**src/rtl/hs_sender_pkg.sv**
```systemverilog
// Shared state encoding and width helper for the send/data/ack handshake initiator.
package hs_sender_pkg;

  typedef enum logic [2:0] {
    IDLE = 3'd0,
    REQ  = 3'd1,
    REL  = 3'd2,
    DONE = 3'd3,
    ERR  = 3'd4
  } state_t;

  // Bits needed to hold values 0..n-1, never less than one.
  function automatic int unsigned clog2_min1(input int unsigned n);
    int unsigned r;
    r = 0;
    while ((64'd1 << r) < 64'(n)) r++;
    return (r < 1) ? 1 : r;
  endfunction

endpackage

```
**src/rtl/hs_shift_reg.sv**
```systemverilog
// Parallel-load, serial-out register; the output end is picked by MSB_FIRST.
module hs_shift_reg
  import hs_sender_pkg::*;
#(
  parameter int unsigned WIDTH     = 8,
  parameter bit          MSB_FIRST = 1'b0
) (
  input  logic             clk,
  input  logic             rst,
  input  logic             load,
  input  logic             shift,
  input  logic [WIDTH-1:0] din,
  output logic             sout
);

  logic [WIDTH-1:0] sr;

  always_ff @(posedge clk or posedge rst) begin
    if (rst) begin
      sr <= '0;
    end else if (load) begin
      sr <= din;
    end else if (shift) begin
      sr <= MSB_FIRST ? (sr << 1) : (sr >> 1);
    end
  end

  assign sout = MSB_FIRST ? sr[WIDTH-1] : sr[0];

endmodule

```
**src/rtl/hs_sender.sv**
```systemverilog
// Four-phase send/ack initiator: serialises one WIDTH-bit word, one bit per full handshake,
// with a per-phase ack timeout that aborts to a sticky err flag.
module hs_sender
  import hs_sender_pkg::*;
#(
  parameter int unsigned WIDTH     = 8,
  parameter bit          MSB_FIRST = 1'b0,
  parameter int unsigned TIMEOUT   = 16
) (
  input  logic             clk,
  input  logic             rst,
  input  logic             start,
  input  logic [WIDTH-1:0] din,
  output logic             ready,
  output logic             done,
  output logic             err,
  output logic             send,
  output logic             data,
  input  logic             ack
);

  localparam int unsigned CW = clog2_min1(WIDTH);
  localparam int unsigned TW = clog2_min1(TIMEOUT + 1);

  state_t          state_q, state_d;
  logic [CW-1:0]   cnt_q, cnt_d;
  logic [TW-1:0]   tmr_q, tmr_d, tmr_inc;
  logic            send_q, send_d;
  logic            err_q, err_d;
  logic            load, shift, timeout_hit;

  hs_shift_reg #(
    .WIDTH    (WIDTH),
    .MSB_FIRST(MSB_FIRST)
  ) u_sr (
    .clk  (clk),
    .rst  (rst),
    .load (load),
    .shift(shift),
    .din  (din),
    .sout (data)
  );

  assign ready = (state_q == IDLE) & ~ack;
  assign done  = (state_q == DONE);
  assign send  = send_q;
  assign err   = err_q;

  // Timer saturates so a disabled timeout (TIMEOUT=0) can wait forever without wrapping.
  assign tmr_inc     = (tmr_q == '1) ? tmr_q : tmr_q + 1'b1;
  assign timeout_hit = (TIMEOUT != 0) && (tmr_q == TW'(TIMEOUT - 1));

  always_comb begin
    state_d = state_q;
    cnt_d   = cnt_q;
    tmr_d   = tmr_q;
    send_d  = send_q;
    err_d   = err_q;
    load    = 1'b0;
    shift   = 1'b0;
    unique case (state_q)
      IDLE: begin
        if (start && ready) begin
          load    = 1'b1;
          cnt_d   = '0;
          tmr_d   = '0;
          err_d   = 1'b0;
          send_d  = 1'b1;
          state_d = REQ;
        end
      end
      REQ: begin
        if (ack) begin
          send_d  = 1'b0;
          tmr_d   = '0;
          state_d = REL;
        end else if (timeout_hit) begin
          send_d  = 1'b0;
          err_d   = 1'b1;
          tmr_d   = '0;
          state_d = ERR;
        end else begin
          tmr_d = tmr_inc;
        end
      end
      REL: begin
        if (!ack) begin
          tmr_d = '0;
          if (cnt_q == CW'(WIDTH - 1)) begin
            state_d = DONE;
          end else begin
            shift   = 1'b1;
            cnt_d   = cnt_q + 1'b1;
            send_d  = 1'b1;
            state_d = REQ;
          end
        end else if (timeout_hit) begin
          err_d   = 1'b1;
          tmr_d   = '0;
          state_d = ERR;
        end else begin
          tmr_d = tmr_inc;
        end
      end
      DONE: state_d = IDLE;
      ERR: begin
        send_d  = 1'b0;
        err_d   = 1'b1;
        state_d = IDLE;
      end
      default: state_d = IDLE;
    endcase
  end

  always_ff @(posedge clk or posedge rst) begin
    if (rst) begin
      state_q <= IDLE;
      cnt_q   <= '0;
      tmr_q   <= '0;
      send_q  <= 1'b0;
      err_q   <= 1'b0;
    end else begin
      state_q <= state_d;
      cnt_q   <= cnt_d;
      tmr_q   <= tmr_d;
      send_q  <= send_d;
      err_q   <= err_d;
    end
  end

endmodule

```
**config.mk**
```make
export PLATFORM = sky130hd
export DESIGN_NAME = hs_sender
export DESIGN_NICKNAME = d
export VERILOG_FILES = /design/src/rtl/hs_sender_pkg.sv /design/src/rtl/hs_shift_reg.sv /design/src/rtl/hs_sender.sv
export SDC_FILE = /design/constraint.sdc
export NUM_CORES = 1
export LEC_CHECK = 0
export ABC_AREA = 1
export BUFFER_PORTS_ARGS = -buffer_cell sky130_fd_sc_hd__buf_2
export CAP_MARGIN = 15
export CORE_UTILIZATION = 55
export DETAILED_ROUTE_END_ITERATION = 8
export HOLD_SLACK_MARGIN = 0.06
export PLACE_DENSITY = 0.89
export SKIP_CTS_REPAIR_TIMING = 1
export SLEW_MARGIN = 20
export SYNTH_ARGS = -nofsm -noshare
export SYNTH_HDL_FRONTEND = slang
export SYNTH_SLANG_ARGS = --single-unit
```
**constraint.sdc**
```tcl
create_clock -name clk -period 1.7 [get_ports clk]
set_input_delay 0.255 -clock clk [delete_from_list [all_inputs] [get_ports clk]]
set_output_delay 0.255 -clock clk [all_outputs]
set_load 0.05 [all_outputs]
```
==> impl_metrics.json, run 1 <==
{
  "dieArea_um2": 2360,
  "setup_viol": 0,
  "worstPathRequired_ps": 1440,
  "fp-row-count": 16,
  "report.final.slew_viol_count": 0,
  "power_mw": 1.94,
  "r2r-start": "tmr_q[0]",
  "worst_slew_margin_rel": 0.825,
  "synth_area_um2": 1190,
  "via_count": 1093,
  "drive_gt1_frac": 0.198,
  "cp-endpoint": "ready",
  "path_class": "flop to output port",
  "fmax_mhz": 618,
  "core-area_um2": 2000,
  "drv_cap": 0,
  "cp.arrival_ps": 1360,
  "layout.cells.most_common": "nand2_1",
  "cts_root_buf": "clkbuf_4",
  "drt_pass1_iterations": 4,
  "tritoncts": "yes",
  "fp.dieH_um": 48.6,
  "ant_nets": 0,
  "final_cell_mix": "nand2_1 (55), inv_1 (23), dfrtp_1 (19), o21ai_0 (15), buf_2 (15)",
  "initial_utilization": 0.597,
  "ys_seq_area_frac": 0.440,
  "clock_latency_ps": 310,
  "cts_buffers": 3,
  "htree_levels": 1,
  "viasPerCell": 5.23,
  "avgSynthCellArea_um2": 7.38,
  "gp_congestion": 0.890,
  "wl_per_cell_um": 11.6,
  "nets": 198,
  "fin_crit_ps": 1620,
  "status": "finished, final reports clean",
  "endpoint_kind": "output port",
  "startpoint_type": "flop",
  "syn_nets": 177,
  "grt-ovfl-total": 0,
  "rr_endpoint": "send",
  "antenna_cells": 0,
  "fin_worst_skew_ps": 4.85,
  "yosys_warnings": 0,
  "ir_drop_mv": 0.772,
  "totalWireLength_um": 2410,
  "p_leak_nw": 0.770,
  "min_path_type": "input pin to flop",
  "ff2ff_path_depth": 8,
  "grt_usage": 0.223,
  "grt_pass1_vias": 993,
  "crit_start": "state_q[0]",
  "drtIter0Drc": 31,
  "worst_pin_slew_ps": 259,
  "ys_seq_elements": 21,
  "cts_buffer_depth": 2,
  "timing.final.crit_share": 0.952,
  "boundaryPins": 17,
  "cts_sinks": 21,
  "finalHoldViolCount": 0,
  "synth.distinct_cells": 20,
  "powerDensity_nw_per_um2": 1450,
  "path_max_fanout": 6,
  "clk_transition_reported_paths_ps": 120,
  "syn_to_final_growth_pct": 11.7,
  "postSynthCellCount": 162,
  "final_core_util": 0.667,
  "drc_errors": 0,
  "fin_tns_setup_ps": 0,
  "finalNonFillerCells": 209,
  "dp_hpwl_um": 1810,
  "regToRegSetupSlack_ps": 170,
  "rsz0062_at_grt": "no",
  "antenna_found_initial": 0,
  "dieWidth_um": 48.6,
  "grt_max_degree": 18,
  "portBuffers": 16,
  "grt_first_pass_wirelength_um": 4100,
  "place_inst": 204
}
-- critical path, cell delays in order (launching register included) --
cell and delay (ps):
dfrtp_2 480, nor2_4 150, nand2_2 90, nor2_4 100, clkbuf_4 230
-- cell families after synthesis --
| group | Yosys count | synth area share |
|---|---|---|
| AND/OR/NAND/NOR | 86 | 0.318 |
| XOR/XNOR | 1 | 0.00733 |
| buffers and inverters | 28 | 0.101 |
| AO/OA/AOI/OAI | 23 | 0.103 |
| flip-flops | 21 | 0.440 |
| adder cells (fa/ha/maj) | 3 | 0.0314 |
-- per-layer routing --
layer,wire length [um],share of wire,track usage,up-vias
li1,-,-,-,547
met1,1020,0.42,0.293,494
met2,1220,0.50,0.359,46
met3,149,0.062,0.0409,6
met4,24,0.0099,0.0980,0
met5,0,0,0,-
-- metrics by stage --
stage	area (um2)	setup slack, ps	hold WS [ps]
floorplan	1190	76.4	232
global placement	1290	220	156
detailed placement	1290	182	163
CTS	1320	22.2	-179
global route	1340	9.35	147
finish	1340	80.8	145
-- cell usage after synthesis --
cell type   n  area, um2
a21oi_1     4       20.0
a22oi_1     1       7.51
a31oi_1     1       6.26
buf_6       2       22.5
dfrtp_1    21        526
ha_1        3       37.5
inv_1      23       86.3
inv_2       3       11.3
nand2_1    55        206
nand2_2     4       25.0
nand3_1    10       50.1
nand4_1     1       6.26
nor2_1      7       26.3
nor2_4      2       22.5
o211ai_1    1       7.51
o21ai_0    15       75.1
o22ai_1     1       6.26
or2_0       2       12.5
or2_2       5       31.3
xor2_1      1       8.76
-- area by class of cell --
class	count	area [um2]
clock buffer	4	26.3
tap	27	33.8
timing repair buffer	18	100
inverter	26	97.6
fill	170	667
multi-input combinational	113	549
sequential	21	528
-- sequential cells by signal (all words and copies together) (netlist names) --
name,cells
u_sr.sr,8
tmr_q,5
cnt_q,3
state_q,3
err,1
send,1
-- power breakdown --
group / leakage, nW / switching [mW] / internal [mW] / total, mW
sequential: 0.268 / 0.139 / 0.674 / 0.813
combinational: 0.487 / 0.589 / 0.290 / 0.879
clock: 0.0150 / 0.153 / 0.0917 / 0.245
total: 0.770 / 0.882 / 1.06 / 1.94
-- worst min-delay path by stage --
stage	startpoint	cells past startpoint	slack (ps)	to
final	din[7]	3	140	u_sr.sr[7]
after global routing	din[7]	3	150	u_sr.sr[7]
after CTS	rst	2	-180	send
after detailed placement	rst	2	160	send
after global placement	rst	2	160	send
after floorplan	rst	1	230	cnt_q[0]
Note: power is estimated with default switching activity, not from simulation.
==> inputs of run 2 (changes only) <==
--- a/config.mk
+++ b/config.mk
@@ -6,8 +6,10 @@
 export NUM_CORES = 1
 export LEC_CHECK = 0
 export ABC_AREA = 1
+export ABC_CLOCK_PERIOD_IN_PS = 1700
 export BUFFER_PORTS_ARGS = -buffer_cell sky130_fd_sc_hd__buf_2
 export CAP_MARGIN = 15
+export CORE_ASPECT_RATIO = 0.75
 export CORE_UTILIZATION = 55
 export DETAILED_ROUTE_END_ITERATION = 8
 export HOLD_SLACK_MARGIN = 0.06
==> impl_metrics.json, run 2 (synthesis gave the netlist of run 1 again) <==
{
  "startpoint_type": "flop",
  "ant_nets": 0,
  "top_register": "u_sr.sr",
  "totalWireLength_um": 2420,
  "power_mw": 1.93,
  "p_leak_nw": 0.770,
  "htree_levels": 1,
  "min_path_type": "input pin to flop",
  "critPathSlowestCell": "dfrtp_2",
  "cp_common_cell": "nor2_4",
  "clk_transition_reported_paths_ps": 110,
  "powerDensity_nw_per_um2": 1450,
  "cp.arrival_ps": 1370,
  "dp_hpwl_um": 1860,
  "largest_registers": "u_sr.sr: 8 flops, tmr_q: 5 flops",
  "finalNonFillerCells": 206,
  "place_inst": 201,
  "ff2ff_path_depth": 7,
  "grt_pass1_vias": 951,
  "worst_pin_slew_ps": 266,
  "r2r-start": "state_q[0]",
  "fin_tns_setup_ps": 0,
  "report.final.slew_viol_count": 0,
  "clock_latency_ps": 300,
  "crit_start": "state_q[0]",
  "path_max_fanout": 6,
  "core-area_um2": 2030,
  "largest_reg_flops": 8,
  "fin_worst_skew_ps": 4.81,
  "cp_cell_sequence": "nor2_4 > nand2_2 > nor2_4 > clkbuf_4",
  "drive_gt1_frac": 0.198,
  "grt_max_degree": 22,
  "fin_crit_ps": 1630,
  "cts_root_buf": "clkbuf_4",
  "timing.final.crit_share": 0.957,
  "antenna_found_initial": 0,
  "drtIter0Drc": 47,
  "drv_cap": 0,
  "ir_drop_mv": 0.812,
  "setup_viol": 0,
  "nets": 198,
  "grt_first_pass_wirelength_um": 4110,
  "fmax_mhz": 615,
  "status": "finished, final reports clean",
  "worstPathRequired_ps": 1440,
  "wl_per_cell_um": 11.7,
  "dieArea_um2": 2360,
  "slowest_delay_ps": 470,
  "rr_endpoint": "u_sr.sr[4]",
  "cp-endpoint": "ready",
  "endpoint_kind": "output port",
  "grt-ovfl-total": 0,
  "viasPerCell": 5.24,
  "drc_errors": 0,
  "layout.cells.most_common": "nand2_1",
  "path_class": "flop to output port",
  "dieWidth_um": 55.8,
  "final_cell_mix": "nand2_1 (55), inv_1 (23), dfrtp_1 (19), o21ai_0 (15), buf_2 (15)",
  "regToRegSetupSlack_ps": 170,
  "gp_congestion": 0.856,
  "finalHoldViolCount": 0,
  "via_count": 1079,
  "design_area_um2": 1330,
  "worst_slew_margin_rel": 0.823,
  "cts_sinks": 21,
  "syn_to_final_growth_pct": 11.4,
  "fp.dieH_um": 42.4,
  "grt_usage": 0.229,
  "portBuffers": 16,
  "cts_buffer_depth": 2,
  "cts_buffers": 3,
  "holdWs_ps": 187,
  "postPlaceCellArea_um2": 1290,
  "initial_utilization": 0.588,
  "boundaryPins": 17,
  "fp-row-count": 14,
  "tritoncts": "yes",
  "antenna_cells": 0,
  "drt_pass1_iterations": 4
}
-- run 2: worst min-delay path by stage --
stage / from / end / slack [ps] / cells past startpoint
finish: din[7] / u_sr.sr[7] / 190 / 3
global route: din[7] / u_sr.sr[7] / 190 / 3
floorplan: rst / cnt_q[0] / 230 / 1
detailed placement: rst / u_sr.sr[4] / 300 / 3
global placement: rst / u_sr.sr[4] / 290 / 3
CTS: rst / u_sr.sr[3] / -40 / 3
-- run 2: layout make-up --
type                       count  area [um2]
timing repair buffer          18         100
tap                           24        30.0
multi-input combinational    113         549
clock buffer                   4        26.3
inverter                      26        97.6
sequential                    21         528
fill                         186         701
-- run 2: stage by stage --
stage / util / setup slack (ps)
3_5_place_dp: 0.635 / 183
6_report: 0.655 / 72.9
2_1_floorplan: - / 76.4
4_1_cts: 0.648 / 24.7
5_1_grt: 0.655 / -2.52
3_3_place_gp: 0.635 / 221
-- run 2: power by group --
| group | total (mW) | switching, mW | internal, mW | leakage [nW] |
|---|---|---|---|---|
| registers | 0.815 | 0.141 | 0.675 | 0.268 |
| clock network | 0.232 | 0.140 | 0.0916 | 0.0150 |
| logic | 0.878 | 0.592 | 0.285 | 0.487 |
| total | 1.93 | 0.873 | 1.05 | 0.770 |
-- run 2: routing by layer --
layer	up-vias	routed length, um	part of all wire	GRT usage
li1	549	-	-	-
met1	494	1110	0.46	0.312
met2	34	1140	0.47	0.347
met3	2	152	0.063	0.0741
met4	0	13	0.0054	0.0829
met5	-	0	0	0
-- run 2: worst max-delay path, delay by kind of cell (launching register included) --
kind / cells / cell delay (ps)
simple gates: 3 / 350
flops: 1 / 470
buf+inv: 1 / 240
